--- src/rtl/cv32e40x_pkg.sv ---
// ============================================================================
// Module      : cv32e40x_pkg
// Description : Shared types for the iterative divider. Holds the divider
//               opcode, the divider state encoding, the datapath width and
//               a two's-complement magnitude helper.
// Revision    : 1.0 - initial release
// ============================================================================
`default_nettype none

package cv32e40x_pkg;

    localparam int unsigned DIV_WIDTH = 32;

    typedef enum logic [1:0] {
        DIV_DIV  = 2'd0,
        DIV_DIVU = 2'd1,
        DIV_REM  = 2'd2,
        DIV_REMU = 2'd3
    } div_opcode_e;

    typedef enum logic [1:0] {
        IDLE   = 2'd0,
        INIT   = 2'd1,
        COMP   = 2'd2,
        FINISH = 2'd3
    } div_state_e;

    // Magnitude of x when it is treated as signed, otherwise x unchanged.
    // The result is an unsigned 32-bit value, so |0x80000000| = 0x80000000.
    function automatic logic [DIV_WIDTH-1:0] div_abs(
        input logic [DIV_WIDTH-1:0] x,
        input logic                 is_signed
    );
        if (is_signed && x[DIV_WIDTH-1]) begin
            return ~x + 32'd1;
        end
        return x;
    endfunction

endpackage

`default_nettype wire

--- src/rtl/cv32e40x_div_iter.sv ---
// ============================================================================
// Module      : cv32e40x_div_iter
// Description : Iterative RV32M divider (DIV/DIVU/REM/REMU). The leading-zero
//               count and the divisor normalisation shift are borrowed from
//               the ALU, so only clz(|b|)+1 restoring iterations are needed.
// Ports       : clk, rst_n              - clock, async active-low reset
//               operator_i/op_a_i/op_b_i - request, sampled at accept
//               valid_i / ready_o       - request handshake (ready in IDLE)
//               kill_i                  - abort any operation in flight
//               result_o/valid_o/ready_i - result handshake (valid in FINISH)
//               alu_*                   - borrowed ALU CLZ and shifter
// Revision    : 1.0 - initial release
// ============================================================================
`default_nettype none

module cv32e40x_div_iter
    import cv32e40x_pkg::*;
(
    input  logic                 clk,
    input  logic                 rst_n,

    input  div_opcode_e          operator_i,
    input  logic [31:0]          op_a_i,
    input  logic [31:0]          op_b_i,
    input  logic                 valid_i,
    output logic                 ready_o,
    input  logic                 kill_i,

    output logic [31:0]          result_o,
    output logic                 valid_o,
    input  logic                 ready_i,

    output logic                 alu_clz_en_o,
    output logic [31:0]          alu_clz_data_o,
    input  logic [5:0]           alu_clz_result_i,
    output logic                 alu_shift_en_o,
    output logic [5:0]           alu_shift_amt_o,
    output logic [31:0]          alu_op_a_o,
    input  logic [31:0]          alu_op_a_shifted_i
);

    div_state_e    state_q, state_d;
    div_opcode_e   op_q, op_d;
    logic [31:0]   rem_q, rem_d;
    logic [31:0]   quo_q, quo_d;
    logic [31:0]   div_q, div_d;
    logic [4:0]    cnt_q, cnt_d;
    logic          neg_quot_q, neg_quot_d;
    logic          neg_rem_q, neg_rem_d;

    logic          w_signed;
    logic [31:0]   w_abs_a;
    logic [31:0]   w_abs_b;
    logic          w_b_zero;
    logic          w_geq;
    logic [31:0]   w_diff;
    logic          w_is_rem;

    assign w_signed = (operator_i == DIV_DIV) || (operator_i == DIV_REM);
    assign w_abs_a  = div_abs(op_a_i, w_signed);
    assign w_abs_b  = div_abs(op_b_i, w_signed);
    assign w_b_zero = (op_b_i == 32'd0);
    assign w_geq    = (rem_q >= div_q);
    assign w_diff   = rem_q - div_q;
    assign w_is_rem = (op_q == DIV_REM) || (op_q == DIV_REMU);

    always_comb begin
        state_d         = state_q;
        op_d            = op_q;
        rem_d           = rem_q;
        quo_d           = quo_q;
        div_d           = div_q;
        cnt_d           = cnt_q;
        neg_quot_d      = neg_quot_q;
        neg_rem_d       = neg_rem_q;

        ready_o         = 1'b0;
        valid_o         = 1'b0;
        result_o        = 32'd0;
        alu_clz_en_o    = 1'b0;
        alu_clz_data_o  = 32'd0;
        alu_shift_en_o  = 1'b0;
        alu_shift_amt_o = 6'd0;
        alu_op_a_o      = 32'd0;

        case (state_q)
            IDLE: begin
                ready_o = 1'b1;
                if (valid_i) begin
                    op_d = operator_i;
                    if (w_b_zero) begin
                        // Divide by zero: preload the architectural results
                        // and clear the sign flags so FINISH passes them
                        // through untouched (remainder is the raw dividend).
                        rem_d      = op_a_i;
                        quo_d      = 32'hFFFF_FFFF;
                        neg_quot_d = 1'b0;
                        neg_rem_d  = 1'b0;
                        state_d    = FINISH;
                    end else begin
                        rem_d      = w_abs_a;
                        quo_d      = 32'd0;
                        div_d      = w_abs_b;
                        neg_quot_d = w_signed & (op_a_i[31] ^ op_b_i[31]);
                        neg_rem_d  = w_signed & op_a_i[31];
                        state_d    = INIT;
                    end
                end
            end

            INIT: begin
                // |b| was parked in div_q at accept; normalise it so its
                // leading one lands at bit 31.
                alu_clz_en_o    = 1'b1;
                alu_clz_data_o  = div_q;
                alu_shift_en_o  = 1'b1;
                alu_shift_amt_o = alu_clz_result_i;
                alu_op_a_o      = div_q;
                div_d           = alu_op_a_shifted_i;
                cnt_d           = alu_clz_result_i[4:0];
                state_d         = COMP;
            end

            COMP: begin
                if (w_geq) begin
                    rem_d = w_diff;
                    quo_d = {quo_q[30:0], 1'b1};
                end else begin
                    quo_d = {quo_q[30:0], 1'b0};
                end
                div_d = div_q >> 1;
                if (cnt_q == 5'd0) begin
                    state_d = FINISH;
                end else begin
                    cnt_d = cnt_q - 5'd1;
                end
            end

            FINISH: begin
                valid_o = 1'b1;
                if (w_is_rem) begin
                    result_o = neg_rem_q ? (~rem_q + 32'd1) : rem_q;
                end else begin
                    result_o = neg_quot_q ? (~quo_q + 32'd1) : quo_q;
                end
                if (ready_i) begin
                    state_d = IDLE;
                end
            end

            default: begin
                state_d = IDLE;
            end
        endcase

        if (kill_i) begin
            state_d = IDLE;
        end
    end

    always_ff @(posedge clk or negedge rst_n) begin
        if (!rst_n) begin
            state_q    <= IDLE;
            op_q       <= DIV_DIV;
            rem_q      <= 32'd0;
            quo_q      <= 32'd0;
            div_q      <= 32'd0;
            cnt_q      <= 5'd0;
            neg_quot_q <= 1'b0;
            neg_rem_q  <= 1'b0;
        end else begin
            state_q    <= state_d;
            op_q       <= op_d;
            rem_q      <= rem_d;
            quo_q      <= quo_d;
            div_q      <= div_d;
            cnt_q      <= cnt_d;
            neg_quot_q <= neg_quot_d;
            neg_rem_q  <= neg_rem_d;
        end
    end

endmodule

`default_nettype wire

--- config.mk ---
export PLATFORM = sky130hd
export DESIGN_NAME = cv32e40x_div_iter
export DESIGN_NICKNAME = d
export VERILOG_FILES = /design/src/rtl/cv32e40x_pkg.sv /design/src/rtl/cv32e40x_div_iter.sv
export SDC_FILE = /design/constraint.sdc
export NUM_CORES = 1
export LEC_CHECK = 0
export ABC_AREA = 1
export BUFFER_PORTS_ARGS = -buffer_cell sky130_fd_sc_hd__buf_4
export CAP_MARGIN = 5
export CORE_UTILIZATION = 44
export CTS_CLUSTER_DIAMETER = 60
export DETAILED_ROUTE_END_ITERATION = 6
export HOLD_SLACK_MARGIN = 0.03
export PLACE_DENSITY_LB_ADDON = 0.08
export SYNTH_ARGS = -nofsm -noshare
export SYNTH_HDL_FRONTEND = slang
export SYNTH_SLANG_ARGS = --single-unit
--- constraint.sdc ---
create_clock -name clk -period 2 [get_ports clk]
set_input_delay 0.2 -clock clk [delete_from_list [all_inputs] [get_ports clk]]
set_output_delay 0.2 -clock clk [all_outputs]
set_load 0.05 [all_outputs]
==> parameters.txt <==
Parameter                              Value

Timing
  Hold_ws    0.0357 ns
  Setup TNS after final layout    -31.96 ns
  Measured slew at the worst slew-check pin    0.531 ns
  Pins Over Slew Limit    0
  Normalized max-slew margin    0.642
  Number of hold violations in the final report    0
  Post-route worst setup slack    -0.541 ns
  Worst clock skew    0.0210 ns
  Setup repair after global routing missed its margin    true
  Highest attainable clock frequency    394 MHz
  Final worst path period share    1.27
  Final Setup Violations    133
  Fin crit period    2.54 ns

Global routing
  Largest net degree at the start of global routing    64
  GRT Util Overall    0.368
  Initial antenna violation count    0
  Grt total ovfl    0
  First-pass GRT wire length    82.5 mm
  Vias in the first global route    15800

Synth
  Gate count of the mapped netlist    2194
  Number of distinct library cells after synthesis    47
  Average size of a mapped cell    5.68 sq um
  Number of synthesized flops with an enable pin    0
  Sequential-to-total area share from yosys stat    0.213
  Largest family of logic cells by synthesized area    simple AND/OR/NAND/NOR gates
  Syn Nets    2346
  Share of flip-flops with an asynchronous set or reset    1.00
  Area fraction in compound gates after synthesis    0.162
  Synth Flop Type    sky130_fd_sc_hd__dfrtp_1
  Yosys warning total    0
  Adder and majority cell fraction of the synthesized area    0.0438
  Simple-gate share of the synthesized area    0.415
  Flops & latches, synth    106
  Post-synthesis instance area    0.0125 sq mm
  XOR/XNOR share of the synthesized area    0.00774
  Multiplexer share of the synthesized area    0

Detailed routing
  First-pass iteration count of the detailed router    6
  Final WL    56.3 mm
  Vias post-DR    16700
  Antenna Violating Nets Remaining    0
  Avg Vias per Cell    5.44
  Number of DRC violations after detailed routing    0
  First-iteration detailed-routing DRC count    1473
  Routed length per instance    18.3 microns

Floorplanning
  Die Height    170 microns
  Die span in x    170 microns
  Io pins    215
  Core area    0.0278 sq mm
  Die Outline Area    0.0290 sq mm
  Starting utilization of the core area    0.448
  Core Rows    61

Pwr
  Comb power frac    0.849
  Psw    22.0 mW
  Switch share    0.544
  Relative contribution of the clock network to total power    0.045
  Sequential Power Share    0.106
  IR drop worst, VDD    1370 uV
  Internal power summed over all cells    18.5 mW
  Power per standard cell area    2020 mW/mm^2
  Leakage    10.4 nW

Critical path
  Register-to-Register Setup Slack    -0.47 ns
  Critical path peak fanout    6
  Critical setup path kind    flip-flop to output port
  Kind of start point of the critical path    flip-flop
  Critical path required time    1.80 ns
  Capturing element type of the critical path    output port
  Endpoint arrival time on the critical path    2.34 ns

Layout
  Ant diodes    0
  End-of-flow core utilization    0.722
  Share of layout cells above drive strength 1    0.376
  Most used cells in the layout excluding fill and tap cells    534 x sky130_fd_sc_hd__nand2_1, 418 x sky130_fd_sc_hd__buf_4, 293 x sky130_fd_sc_hd__inv_1, 185 x sky130_fd_sc_hd__nand3_1, 173 x sky130_fd_sc_hd__nor2_1
  Area Overhead vs Synth    61.0%
  Commonest non-fill, non-tap cell in the layout    sky130_fd_sc_hd__nand2_1
  Total number of nets in the final design    2843

Placed design
  Gp weighted congestion    1.00
  DP HPWL    40.3 mm
  Count of input and output buffers    214

Status
  Outcome    complete, but fails checks
  Failing checks    negative setup slack

CTS
  CTS sink count    106
  Worst skew pair latency    0.39 ns
  CTS clk-pin slew, worst paths    0.08 ns
  CTS buffer count    9
  Clk root buf    sky130_fd_sc_hd__clkbuf_16
  Clock Tree Buf Depth    2
  H-tree depth    3
  CTS tree    built

Run
  Max Cap Violations    0

Hold path
  Worst min-delay path category    input pin to flip-flop
-- registers in the layout, indices dropped and copies added, names as in the netlist --
signal and flops:
div_q 32, quo_q 32, rem_q 32, cnt_q 5
state_q 2, neg_quot_q 1, neg_rem_q 1, op_q 1
-- cell usage after synthesis (8+ instances only) --
master / number / share of area
sky130_fd_sc_hd__buf_2: 12 / 0.0048
sky130_fd_sc_hd__inv_1: 349 / 0.11
sky130_fd_sc_hd__nand3b_1: 13 / 0.0078
sky130_fd_sc_hd__xor2_1: 10 / 0.0070
sky130_fd_sc_hd__nand2_2: 20 / 0.010
sky130_fd_sc_hd__buf_4: 36 / 0.022
sky130_fd_sc_hd__nand2_1: 652 / 0.20
sky130_fd_sc_hd__nand4_1: 21 / 0.011
sky130_fd_sc_hd__nor2_2: 8 / 0.0040
sky130_fd_sc_hd__buf_6: 9 / 0.0081
sky130_fd_sc_hd__nand3_1: 205 / 0.082
sky130_fd_sc_hd__clkbuf_1: 40 / 0.012
sky130_fd_sc_hd__nor2_1: 220 / 0.066
sky130_fd_sc_hd__a31oi_1: 24 / 0.012
sky130_fd_sc_hd__nor3_1: 36 / 0.014
sky130_fd_sc_hd__dfrtp_1: 106 / 0.21
sky130_fd_sc_hd__a22oi_1: 24 / 0.014
sky130_fd_sc_hd__o21ai_0: 157 / 0.063
sky130_fd_sc_hd__a21oi_1: 102 / 0.041
sky130_fd_sc_hd__ha_1: 42 / 0.042
sky130_fd_sc_hd__o22ai_1: 33 / 0.017
sky130_fd_sc_hd__or2_2: 8 / 0.0040
-- metal layers --
metal  vias up  global-route usage  share of wire
li1       8006                   -              -
met1      7782               0.447           0.40
met2       755               0.643           0.48
met3       175              0.0444          0.065
met4         0               0.177          0.053
met5         -                   0              0
-- power by group through the flow --
stage	Sequential (mW)	Clock (mW)	Combinational, mW
after CTS	4.21	1.81	31.0
after detailed placement	4.25	0	26.4
final	4.30	1.81	34.4
after global routing	4.39	1.89	36.6
after global placement	4.22	0	26.2
after floorplan	4.14	0	15.8
-- worst max-delay path: stages, from the launching register on --
cell	delay (ns)
sky130_fd_sc_hd__dfrtp_1	0.41
sky130_fd_sc_hd__nor2_1	0.16
sky130_fd_sc_hd__nand2_1	0.13
sky130_fd_sc_hd__nor3_1	0.28
sky130_fd_sc_hd__nand4_1	0.28
sky130_fd_sc_hd__nand2_2	0.21
sky130_fd_sc_hd__buf_4	0.14
sky130_fd_sc_hd__nand2_2	0.04
sky130_fd_sc_hd__nand3_2	0.10
sky130_fd_sc_hd__a21oi_4	0.06
sky130_fd_sc_hd__buf_6	0.16
-- per-stage QoR --
stage / cell area (sq um) / total power [mW] / std cells / setup WS (ns)
after global placement: 16800 / 30.4 / 2988 / -0.269
after floorplan: 12800 / 19.9 / 2194 / -0.0803
final: 20100 / 40.5 / 3074 / -0.541
after global routing: 20100 / 42.9 / 3074 / -0.679
after detailed placement: 16800 / 30.6 / 2988 / -0.342
after CTS: 19100 / 37.1 / 3053 / -0.431
-- cell families after synthesis --
logic type	after synthesis
AO/OA/AOI/OAI	363
XOR/XNOR	11
adder cells (fa/ha/maj)	43
buffers and inverters	462
flip-flops	106
AND/OR/NAND/NOR	1209
-- final cells by class --
class | instances | area (sq um)
inverter | 358 | 1460
clock buffer | 11 | 233
tap | 378 | 473
sequential | 106 | 2670
clock inverter | 5 | 38.8
multi-input combinational | 1626 | 9480
fill | 2347 | 7720
timing repair buffer | 590 | 5700
-- final timing paths --
| check | endpoint | from | cells past startpoint |
|---|---|---|---|
| worst min-delay path | op_q[1] | operator_i[1] | 3 |
| worst min register to register | quo_q[31] | quo_q[31] | 2 |
| max in group asynchronous | rem_q[6] | rst_n | 3 |
| min in group asynchronous | quo_q[8] | rst_n | 2 |
| worst max-delay path | result_o[23] | quo_q[14] | 10 |
| worst max register to register | rem_q[10] | rem_q[0] | 18 |
-- timing repair --
item | 4_1_cts | 5_1_grt
resized for setup | 451 | 226
gates cloned | 9 | 6
pin swaps | 78 | 96
endpoints found under the setup margin | 117 | 163
hold buffers | 1 | 0
buffers inserted | 44 | 23
hold endpoints to repair | 21 | 0
No activity file was read; power rests on OpenSTA's default activity.
